$ cat config.mk
export PLATFORM = sky130hd
export DESIGN_NAME = rv_mem_arbiter
export DESIGN_NICKNAME = d
export VERILOG_FILES = /design/src/rtl/rv_mem_arbiter.sv
export SDC_FILE = /design/constraint.sdc
export NUM_CORES = 1
export LEC_CHECK = 0
export ABC_CLOCK_PERIOD_IN_PS = 1900
export CORE_AREA = 3 3 160 162
export CTS_CLUSTER_SIZE = 20
export DETAILED_ROUTE_END_ITERATION = 16
export DIE_AREA = 0 0 163 165
export SYNTH_ARGS = -nofsm -noshare
export SYNTH_HDL_FRONTEND = slang
export SYNTH_SLANG_ARGS = --single-unit
$ cat constraint.sdc
create_clock -name clk -period 1.9 [get_ports clk]
set_input_delay 0.38 -clock clk [delete_from_list [all_inputs] [get_ports clk]]
set_output_delay 0.38 -clock clk [all_outputs]
set_load 0.01 [all_outputs]
$ cat src/rtl/rv_mem_arbiter.sv
// Shared memory bus arbiter for the RV32 IF and MEM ports: data-first priority with a fetch starvation guard.
// Defining RV_ARB_TIMEOUT_EN adds an ack watchdog that completes a hung transaction with bus_err.
module rv_mem_arbiter #(
    parameter int ADDR_W      = 32,
    parameter int DATA_W      = 32,
    parameter int STARVE_MAX  = 4,
    parameter int TIMEOUT_CYC = 64
) (
    input  logic                clk,
    input  logic                rst_n,
    input  logic                if_req,
    input  logic [ADDR_W-1:0]   if_addr,
    output logic [DATA_W-1:0]   if_rdata,
    output logic                if_ready,
    input  logic                mem_req,
    input  logic                mem_we,
    input  logic [DATA_W/8-1:0] mem_be,
    input  logic [ADDR_W-1:0]   mem_addr,
    input  logic [DATA_W-1:0]   mem_wdata,
    output logic [DATA_W-1:0]   mem_rdata,
    output logic                mem_ready,
    output logic                bus_req,
    output logic                bus_we,
    output logic [DATA_W/8-1:0] bus_be,
    output logic [ADDR_W-1:0]   bus_addr,
    output logic [DATA_W-1:0]   bus_wdata,
    input  logic                bus_ack,
    input  logic [DATA_W-1:0]   bus_rdata,
    output logic                stall_if,
    output logic                stall_mem,
    output logic                bus_err
);

    // state   | meaning
    // IDLE    | arbitrate between if_req and mem_req
    // BUS_IF  | fetch transaction on the bus, waiting for ack
    // BUS_MEM | data transaction on the bus, waiting for ack
    // DONE    | one-cycle ready pulse to the served requester
    typedef enum logic [1:0] {
        IDLE,
        BUS_IF,
        BUS_MEM,
        DONE
    } state_e;

    localparam int BE_W = DATA_W / 8;
    localparam logic [3:0] STARVE_LIM = 4'(STARVE_MAX);

    if ((DATA_W % 8) != 0 || STARVE_MAX < 1 || STARVE_MAX > 15 || TIMEOUT_CYC < 1) begin : g_bad_cfg
        $error("rv_mem_arbiter: illegal parameter combination");
    end

    state_e              state_q, state_d;
    logic [3:0]          starve_q, starve_d;
    logic                bus_req_q, bus_req_d;
    logic                bus_we_q, bus_we_d;
    logic [BE_W-1:0]     bus_be_q, bus_be_d;
    logic [ADDR_W-1:0]   bus_addr_q, bus_addr_d;
    logic [DATA_W-1:0]   bus_wdata_q, bus_wdata_d;
    logic [DATA_W-1:0]   if_rdata_q, if_rdata_d;
    logic [DATA_W-1:0]   mem_rdata_q, mem_rdata_d;
    logic                if_ready_q, if_ready_d;
    logic                mem_ready_q, mem_ready_d;

`ifdef RV_ARB_TIMEOUT_EN
    localparam int WAIT_W = ($clog2(TIMEOUT_CYC) > 8) ? $clog2(TIMEOUT_CYC) : 8;
    localparam logic [WAIT_W-1:0] WAIT_LAST = WAIT_W'(TIMEOUT_CYC - 1);

    logic [WAIT_W-1:0]   wait_q, wait_d;
    logic                bus_err_q, bus_err_d;
`endif

    always_comb begin
        state_d     = state_q;
        starve_d    = starve_q;
        bus_req_d   = bus_req_q;
        bus_we_d    = bus_we_q;
        bus_be_d    = bus_be_q;
        bus_addr_d  = bus_addr_q;
        bus_wdata_d = bus_wdata_q;
        if_rdata_d  = if_rdata_q;
        mem_rdata_d = mem_rdata_q;
        if_ready_d  = 1'b0;
        mem_ready_d = 1'b0;
`ifdef RV_ARB_TIMEOUT_EN
        wait_d      = wait_q;
        bus_err_d   = 1'b0;
`endif

        unique case (state_q)
            IDLE: begin
`ifdef RV_ARB_TIMEOUT_EN
                wait_d = '0;
`endif
                if (mem_req && (!if_req || starve_q < STARVE_LIM)) begin
                    state_d     = BUS_MEM;
                    bus_req_d   = 1'b1;
                    bus_we_d    = mem_we;
                    bus_be_d    = mem_be;
                    bus_addr_d  = mem_addr;
                    bus_wdata_d = mem_wdata;
                    // With fetch waiting this branch implies starve_q < limit, so +1 saturates by construction.
                    starve_d    = if_req ? starve_q + 4'd1 : 4'd0;
                end else if (if_req) begin
                    state_d     = BUS_IF;
                    bus_req_d   = 1'b1;
                    bus_we_d    = 1'b0;
                    bus_be_d    = '1;
                    bus_addr_d  = if_addr;
                    bus_wdata_d = '0;
                    starve_d    = 4'd0;
                end else begin
                    starve_d    = 4'd0;
                end
            end
            BUS_IF, BUS_MEM: begin
                if (bus_ack) begin
                    state_d   = DONE;
                    bus_req_d = 1'b0;
                    if (state_q == BUS_IF) begin
                        if_rdata_d = bus_rdata;
                        if_ready_d = 1'b1;
                    end else begin
                        mem_rdata_d = bus_rdata;
                        mem_ready_d = 1'b1;
                    end
                end
`ifdef RV_ARB_TIMEOUT_EN
                else if (wait_q == WAIT_LAST) begin
                    state_d   = DONE;
                    bus_req_d = 1'b0;
                    bus_err_d = 1'b1;
                    if (state_q == BUS_IF) begin
                        if_rdata_d = '0;
                        if_ready_d = 1'b1;
                    end else begin
                        mem_rdata_d = '0;
                        mem_ready_d = 1'b1;
                    end
                end else begin
                    wait_d = wait_q + 1'b1;
                end
`endif
            end
            DONE: begin
                state_d = IDLE;
            end
            default: begin
                state_d = IDLE;
            end
        endcase
    end

    always_ff @(posedge clk) begin
        if (!rst_n) begin
            state_q     <= IDLE;
            starve_q    <= 4'd0;
            bus_req_q   <= 1'b0;
            bus_we_q    <= 1'b0;
            bus_be_q    <= '0;
            bus_addr_q  <= '0;
            bus_wdata_q <= '0;
            if_rdata_q  <= '0;
            mem_rdata_q <= '0;
            if_ready_q  <= 1'b0;
            mem_ready_q <= 1'b0;
`ifdef RV_ARB_TIMEOUT_EN
            wait_q      <= '0;
            bus_err_q   <= 1'b0;
`endif
        end else begin
            state_q     <= state_d;
            starve_q    <= starve_d;
            bus_req_q   <= bus_req_d;
            bus_we_q    <= bus_we_d;
            bus_be_q    <= bus_be_d;
            bus_addr_q  <= bus_addr_d;
            bus_wdata_q <= bus_wdata_d;
            if_rdata_q  <= if_rdata_d;
            mem_rdata_q <= mem_rdata_d;
            if_ready_q  <= if_ready_d;
            mem_ready_q <= mem_ready_d;
`ifdef RV_ARB_TIMEOUT_EN
            wait_q      <= wait_d;
            bus_err_q   <= bus_err_d;
`endif
        end
    end

    assign bus_req   = bus_req_q;
    assign bus_we    = bus_we_q;
    assign bus_be    = bus_be_q;
    assign bus_addr  = bus_addr_q;
    assign bus_wdata = bus_wdata_q;
    assign if_rdata  = if_rdata_q;
    assign mem_rdata = mem_rdata_q;
    assign if_ready  = if_ready_q;
    assign mem_ready = mem_ready_q;
    assign stall_if  = if_req & ~if_ready_q;
    assign stall_mem = mem_req & ~mem_ready_q;

`ifdef RV_ARB_TIMEOUT_EN
    assign bus_err = bus_err_q;
`else
    assign bus_err = 1'b0;
`endif

endmodule

==> results of run 1 <==
## synth_stat cells, types with 2 or more instances
master    instances
a21boi_0         88
a21boi_1         14
a21oi_1          37
a31oi_1          32
buf_1             5
buf_2            17
buf_4            12
clkbuf_1         33
dfxtp_1         142
ha_1              5
inv_1             3
nand2_1         168
nand2b_1          4
nand3_1           2
nand3b_1          2
nand4_1          34
nor2_1            8
nor2b_1           2
o21ai_0          64
o21ai_1           6
## area by class of cell
cell class | count | area share
timing repair buffer | 300 | 0.322
sequential | 142 | 0.297
multi-input combinational | 482 | 0.278
clock buffer | 22 | 0.0484
tap | 324 | 0.0423
clock inverter | 9 | 0.0116
inverter | 3 | 0.00118
## power by group through the flow
stage | registers (mW) | logic, mW | clock network, mW
final | 4.05 | 4.20 | 3.32
after floorplan | 4.40 | 1.54 | 0
after global placement | 4.09 | 4.25 | 0
after global routing | 4.14 | 4.59 | 3.58
after CTS | 4.06 | 4.28 | 3.46
after detailed placement | 4.10 | 4.26 | 0
## layer usage
layer	global-route usage	share of wire	vias up
li1	-	-	2909
met2	0.245	0.46	207
met1	0.182	0.43	2762
met4	0.0446	0.020	2
met3	0.0607	0.080	27
met5	0	0.00083	-
## worst reg2reg max path, delay by kind of cell (launching register included)
kind	cells	cell delay, ns
flip-flops	1	0.39
buffers and inverters	2	0.29
AO/OA/AOI/OAI	1	0.15
adder cells (fa/ha/maj)	1	0.38
AND/OR/NAND/NOR	2	0.31
## cells by family after synthesis
| family | after synthesis | share of synthesized area |
|---|---|---|
| AO/OA/AOI/OAI | 248 | 0.270 |
| AND/OR/NAND/NOR | 225 | 0.168 |
| flip-flops | 142 | 0.487 |
| buffers and inverters | 71 | 0.0584 |
| adder cells (fa/ha/maj) | 5 | 0.0107 |
| multiplexers | 2 | 0.00365 |
| other | 1 | 0.000643 |
| XOR/XNOR | 1 | 0.00150 |
## registers in the layout (all words and copies together), names as in the netlist
register and flops:
starve_q 4, bus_be 4, state_q 2, if_rdata 32, mem_rdata 32, bus_req 1
mem_ready 1, if_ready 1, bus_wdata 32, bus_addr 32, bus_we 1
## worst min path at each step
stage,end,depth (start not counted),slack (ns)
floorplan,starve_q[1]$_SDFFE_PN0N_,2,0.47
global route,if_rdata[15]$_SDFFE_PN0P_,2,0.36
finish,if_ready$_SDFF_PN0_,3,0.37
CTS,if_ready$_SDFF_PN0_,3,0.35
global placement,bus_wdata[19]$_SDFFE_PN0P_,2,0.44
detailed placement,mem_rdata[1]$_SDFFE_PN0P_,2,0.44
## timing repair
item	CTS	global route
resized for setup	1	1
hold endpoints to repair	0	0
setup buffers	0	0
pin swaps	0	0
endpoints found under the setup margin	1	1
==> qor.csv, run 1 <==
stage;metric;value;unit
run_status;status;complete, no violations;
worst_setup_path;cp_data_required_time;1.52;ns
cells_and_area;multi_input_area;2660;µm²
power;p_leak;3.35;nW
power;power_frac_clock;0.287;
floorplan;fp.dieH;165;µm
cells_and_area;antennaDiodeCount;0;
worst_setup_path;crit_path_start;if_req;
yosys;synth_edf_count;0;
route;drc_errors;0;
sta;rsz0062_at_grt;no;
sta;period_share;0.957;
yosys;synth_nets;838;
route;drt-pass1-iter-count;4;
yosys;synth_area_per_cell;8.39;µm²
route;via_per_inst;4.61;
worst_setup_path;cp_slowest_stage_delay;0.57;ns
cells_and_area;post_layout_nonfiller_instances;1282;
placed_design;place.gp.congestion;0.737;
cts;cts_buffers;17;
sta;skew;0.0112;ns
worst_setup_path;worstSetupPathType;in2out;
floorplan;core_region_area;24200;µm²
sta;min_period;1.82;ns
cells_and_area;final-seq-area;2840;µm²
yosys;ys_seq_elements;142;
cts;clk_latency;0.41;ns
floorplan;rows;57;
placed_design;port_buffers;275;
cts;root_buffer;clkbuf_16;
yosys;synth_area_leaders;dfxtp_1, a21boi_0, nand2_1;
cts;path_clk_slew;0.06;ns
worst_setup_path;r2r-start;state_q[0]$_SDFFE_PN0P_;
floorplan;initial_utilization;0.241;
placed_design;place_ws;-0.207;ns
worst_setup_path;start_kind;primary input;
worst_setup_path;critPathSlowestCell;clkdlybuf4s50_1;
power;pwr-share-seq;0.350;
power;powerDensity;1210;nW/µm²
cells_and_area;drive_gt1_frac;0.0647;
worst_setup_path;cp-end-kind;primary output;
route;ant_nets;0;
flow_run;max_cap_violations;0;
grt;grt_use_total;0.150;
sta;hold_slack;0.371;ns
yosys;synth_cell_types;37;
floorplan;die_w;163;µm
worst_setup_path;rr_worst_depth;6;
power;ir_worst_vdd;589;µV
floorplan;die_area;26900;µm²
power;finalPower;11.6;mW
yosys;syn_area;5830;µm²
route;routedWlPerCell;16.1;µm
route;vias;5907;
cells_and_area;fillers;2475;
route;routed_wl;20.6;mm
floorplan;io_pins;277;
cts;cts_sinks;142;
route;drt_iter0_markers;278;
cts;cts_tree;done;
yosys;yosysWarningCount;0;
grt;grt_max_degree;66;
cts;cts_buffer_depth;2;
grt;grt_pass1_vias;5802;
placed_design;hpwl;14.2;mm
yosys;synth_top_flop_cell;dfxtp_1;
placed_design;dp_cells;1251;
cells_and_area;fin_nets;1089;
cts;htreeDepth;4;
cts;hold_buffers;0;
worst_setup_path;worstSetupEndpoint;stall_if;
sta;fmax;550;MHz
worst_setup_path;cp_data_arrival_time;1.44;ns
yosys;yosysSeqAreaShare;0.487;
worst_setup_path;crit_fanout;2;
yosys;yosys.area.top_type;dfxtp_1;
worst_setup_path;critPathTopFamily;buffers and inverters;
sta;fin_ws;0.0812;ns
hold_path;hp-class;in2reg;
sta;setup_violations;0;
sta;hold_violations;0;
power;comb_power_share;0.363;
cells_and_area;mostFrequentLayoutCell;clkdlybuf4s50_1;
worst_setup_path;r2r-end;mem_rdata[29]$_SDFFE_PN0P_;
hold_path;hp-start;rst_n;
power;p_sw_frac;0.320;
cells_and_area;area_growth;64.3;%
cells_and_area;final_cell_mix;clkdlybuf4s50_1, nand2_1, dfxtp_1;
cells_and_area;final_area;9580;µm²
cells_and_area;fin_util;0.395;
yosys;synth_cells;695;
sta;slew_viol_final;0;
grt;gr-total-overflow;0;
grt;antenna_found_initial;1;
worst_setup_path;cp.buffers_inverters;2;
yosys;synth_top_area_share;0.487;
yosys;async_flop_share;0;
worst_setup_path;rrSetupSlack;0.32;ns
worst_setup_path;path_cells;clkdlybuf4s50_1 > nor2b_1 > dlygate4sd2_1;
grt;grt_pass1_wl;32.1;mm
sta;setup_tns;0;ns
placed_design;dpl_cell_area;9000;µm²
power;switching_power;3.70;mW
worst_setup_path;worst-path-stages;3;
power;p_int;7.87;mW
(Power assumes the default switching activity.)
==> run 2: changes to the inputs <==
--- a/config.mk
+++ b/config.mk
@@ -6,10 +6,10 @@
 export NUM_CORES = 1
 export LEC_CHECK = 0
 export ABC_CLOCK_PERIOD_IN_PS = 1900
-export CORE_AREA = 3 3 160 162
+export CORE_AREA = 2 2 159 161
 export CTS_CLUSTER_SIZE = 20
 export DETAILED_ROUTE_END_ITERATION = 16
-export DIE_AREA = 0 0 163 165
+export DIE_AREA = 0 0 161 163
 export SYNTH_ARGS = -nofsm -noshare
 export SYNTH_HDL_FRONTEND = slang
 export SYNTH_SLANG_ARGS = --single-unit
==> run 2 against run 1 <==
- clock power up 5%
- total power up 0.83%
- final cell count about the same
- first-iteration DRC count up 13%
- maximum frequency up 4.2%
- register-to-register slack about the same
- via count down 1.3%
- final area about the same
- count of clock-buffer cells in the layout up 1
- global-route usage down 0.28 points
- clock skew up 0.0048 ns
==> qor.csv, run 2 (synthesis gave the netlist of run 1 again) <==
stage;metric;value;unit;change
route;drc_errors;0;;unchanged
cells_and_area;antennaDiodeCount;0;;unchanged
grt;antenna_found_initial;0;;-1
worst_setup_path;cp_slowest_stage_delay;0.56;ns;about the same
route;vias;5831;;-1.3%
sta;fin_ws;0.154;ns;+0.0730 ns
floorplan;rows;58;;+1.8%
floorplan;fp.dieH;163;µm;-1.2%
floorplan;die_area;26200;µm²;-2.4%
cts;hold_buffers;0;;unchanged
sta;setup_tns;0;ns;unchanged
floorplan;initial_utilization;0.236;;-0.00415
placed_design;hpwl;13.2;mm;-7.2%
grt;grt_use_total;0.147;;-0.00281
sta;rsz0062_at_grt;no;;
grt;grt_pass1_vias;5564;;-4.1%
sta;fmax;573;MHz;+4.2%
cts;clk_latency;0.41;ns;about the same
worst_setup_path;crit_fanout;2;;unchanged
sta;skew;0.0160;ns;+0.00480 ns
run_status;status;complete, no violations;;
worst_setup_path;critPathTopFamily;buffers and inverters;;
worst_setup_path;critPathSlowestCell;clkdlybuf4s50_1;;
grt;grt_util_met1;0.176;;-0.00611
route;drt_iter0_markers;315;;+13%
sta;hold_violations;0;;unchanged
cells_and_area;mostFrequentLayoutCell;clkdlybuf4s50_1;;
cts;cts_sinks;142;;unchanged
worst_setup_path;cp_data_arrival_time;1.37;ns;-0.07 ns
worst_setup_path;cp_data_required_time;1.52;ns;about the same
route;ant_nets;0;;unchanged
grt;grtUsageMet3;0.0517;;-0.00900
cells_and_area;drive_gt1_frac;0.0598;;-0.00491
sta;setup_violations;0;;unchanged
placed_design;place_ws;-0.00365;ns;+0.204 ns
floorplan;core_region_area;24700;µm²;+1.8%
route;via_per_inst;4.54;;-1.4%
floorplan;die_w;161;µm;-1.2%
grt;grt_max_degree;74;;+12%
sta;min_period;1.75;ns;-0.0730 ns
grt;grt_use_met2;0.254;;+0.00863
route;routedWlPerCell;15.5;µm;-3.5%
power;p_leak;3.32;nW;-0.70%
cts;cts_tree;done;;
cells_and_area;post_layout_nonfiller_instances;1283;;+0.078%
placed_design;port_buffers;275;;unchanged
worst_setup_path;cp.buffers_inverters;1;;-1
worst_setup_path;worstSetupPathType;reg2out;;
power;ir_worst_vdd;503;µV;-15%
worst_setup_path;path_cells;clkdlybuf4s50_1;;
cells_and_area;final_cell_mix;clkdlybuf4s50_1, nand2_1, dfxtp_1;;
grt;grt_pass1_wl;30.6;mm;-4.5%
flow_run;max_cap_violations;0;;unchanged
sta;slew_viol_final;0;;unchanged
placed_design;dp_cells;1251;;unchanged
hold_path;hp-class;in2reg;;
power;powerDensity;1220;nW/µm²;+0.87%
worst_setup_path;start_kind;register;;
cts;cts_buffers;17;;unchanged
grt;busiest_layer;met2;;
cts;path_clk_slew;0.07;ns;about the same
cts;htreeDepth;4;;unchanged
cts;root_buffer;clkbuf_16;;
route;routed_wl;19.9;mm;-3.4%
placed_design;place.gp.congestion;0.750;;+1.8%
worst_setup_path;cp-end-kind;primary output;;
route;drt-pass1-iter-count;5;;+1
sta;hold_slack;0.407;ns;+0.0359 ns
cells_and_area;area_growth;64.2;%;about the same
floorplan;io_pins;277;;unchanged
cts;cts_buffer_depth;2;;unchanged
power;finalPower;11.7;mW;+0.83%
cells_and_area;fin_nets;1083;;-0.55%
grt;gr-total-overflow;0;;unchanged
sta;period_share;0.919;;-0.0384
[run 2: cell count changes in the layout (fill, tap and decap cells not counted)]
| cell | delta |
|---|---|
| clkinv_4 | +1 |
| clkinvlp_4 | -1 |
| inv_6 | -1 |
| clkbuf_8 | +1 |
| dlymetal6s2s_1 | -1 |
| clkdlybuf4s50_1 | +1 |
| buf_4 | -6 |
| bufinv_16 | +1 |
[run 2: report_power, final]
part           internal [mW]  switching, mW  leakage, nW  total [mW]
clock                   2.18           1.31        0.297        3.49
combinational           2.14           1.99         1.86        4.13
sequential              3.68          0.366         1.16        4.05
total                   8.00           3.67         3.32        11.7
[run 2: repair_timing]
| action | in CTS | in global routing |
|---|---|---|
| endpoints found under the setup margin | 1 | 0 |
| gates resized for setup | 1 | 0 |
| buffers inserted | 0 | 0 |
[run 2: through the flow]
step,cell area (µm²),util
after floorplan,5830,-
after global placement,8970,0.363
after detailed placement,8970,0.363
after CTS,9580,0.388
after global routing,9580,0.388
final,9580,0.388
[run 2: worst paths after layout]
kind | startpoint | end | slack [ns] | cells after the start
max | bus_addr[3]$_SDFFE_PN0P_ | bus_addr[3] | 0.15 | 1
min | rst_n | if_ready$_SDFF_PN0_ | 0.41 | 3
max reg2reg | state_q[0]$_SDFFE_PN0P_ | mem_rdata[14]$_SDFFE_PN0P_ | 0.31 | 6
min reg2reg | if_rdata[5]$_SDFFE_PN0P_ | if_rdata[5]$_SDFFE_PN0P_ | 0.45 | 2
[run 2: per-layer routing]
metal / part of all wire / vias up / wire [µm]
met4: 0.0062 / 0 / 124
met5: 0 / - / 0
met2: 0.49 / 196 / 9800
met3: 0.073 / 8 / 1460
met1: 0.43 / 2737 / 8510
li1: - / 2890 / -
[run 2: layout make-up]
cell class,instances,area (µm²)
Sequential cell,142,2840
Clock buffer,23,478
Timing Repair Buffer,294,3040
Multi-Input combinational cell,482,2660
Fill cell,2552,15100
Inverter,3,11.3
Tap cell,330,413
Clock inverter,9,134
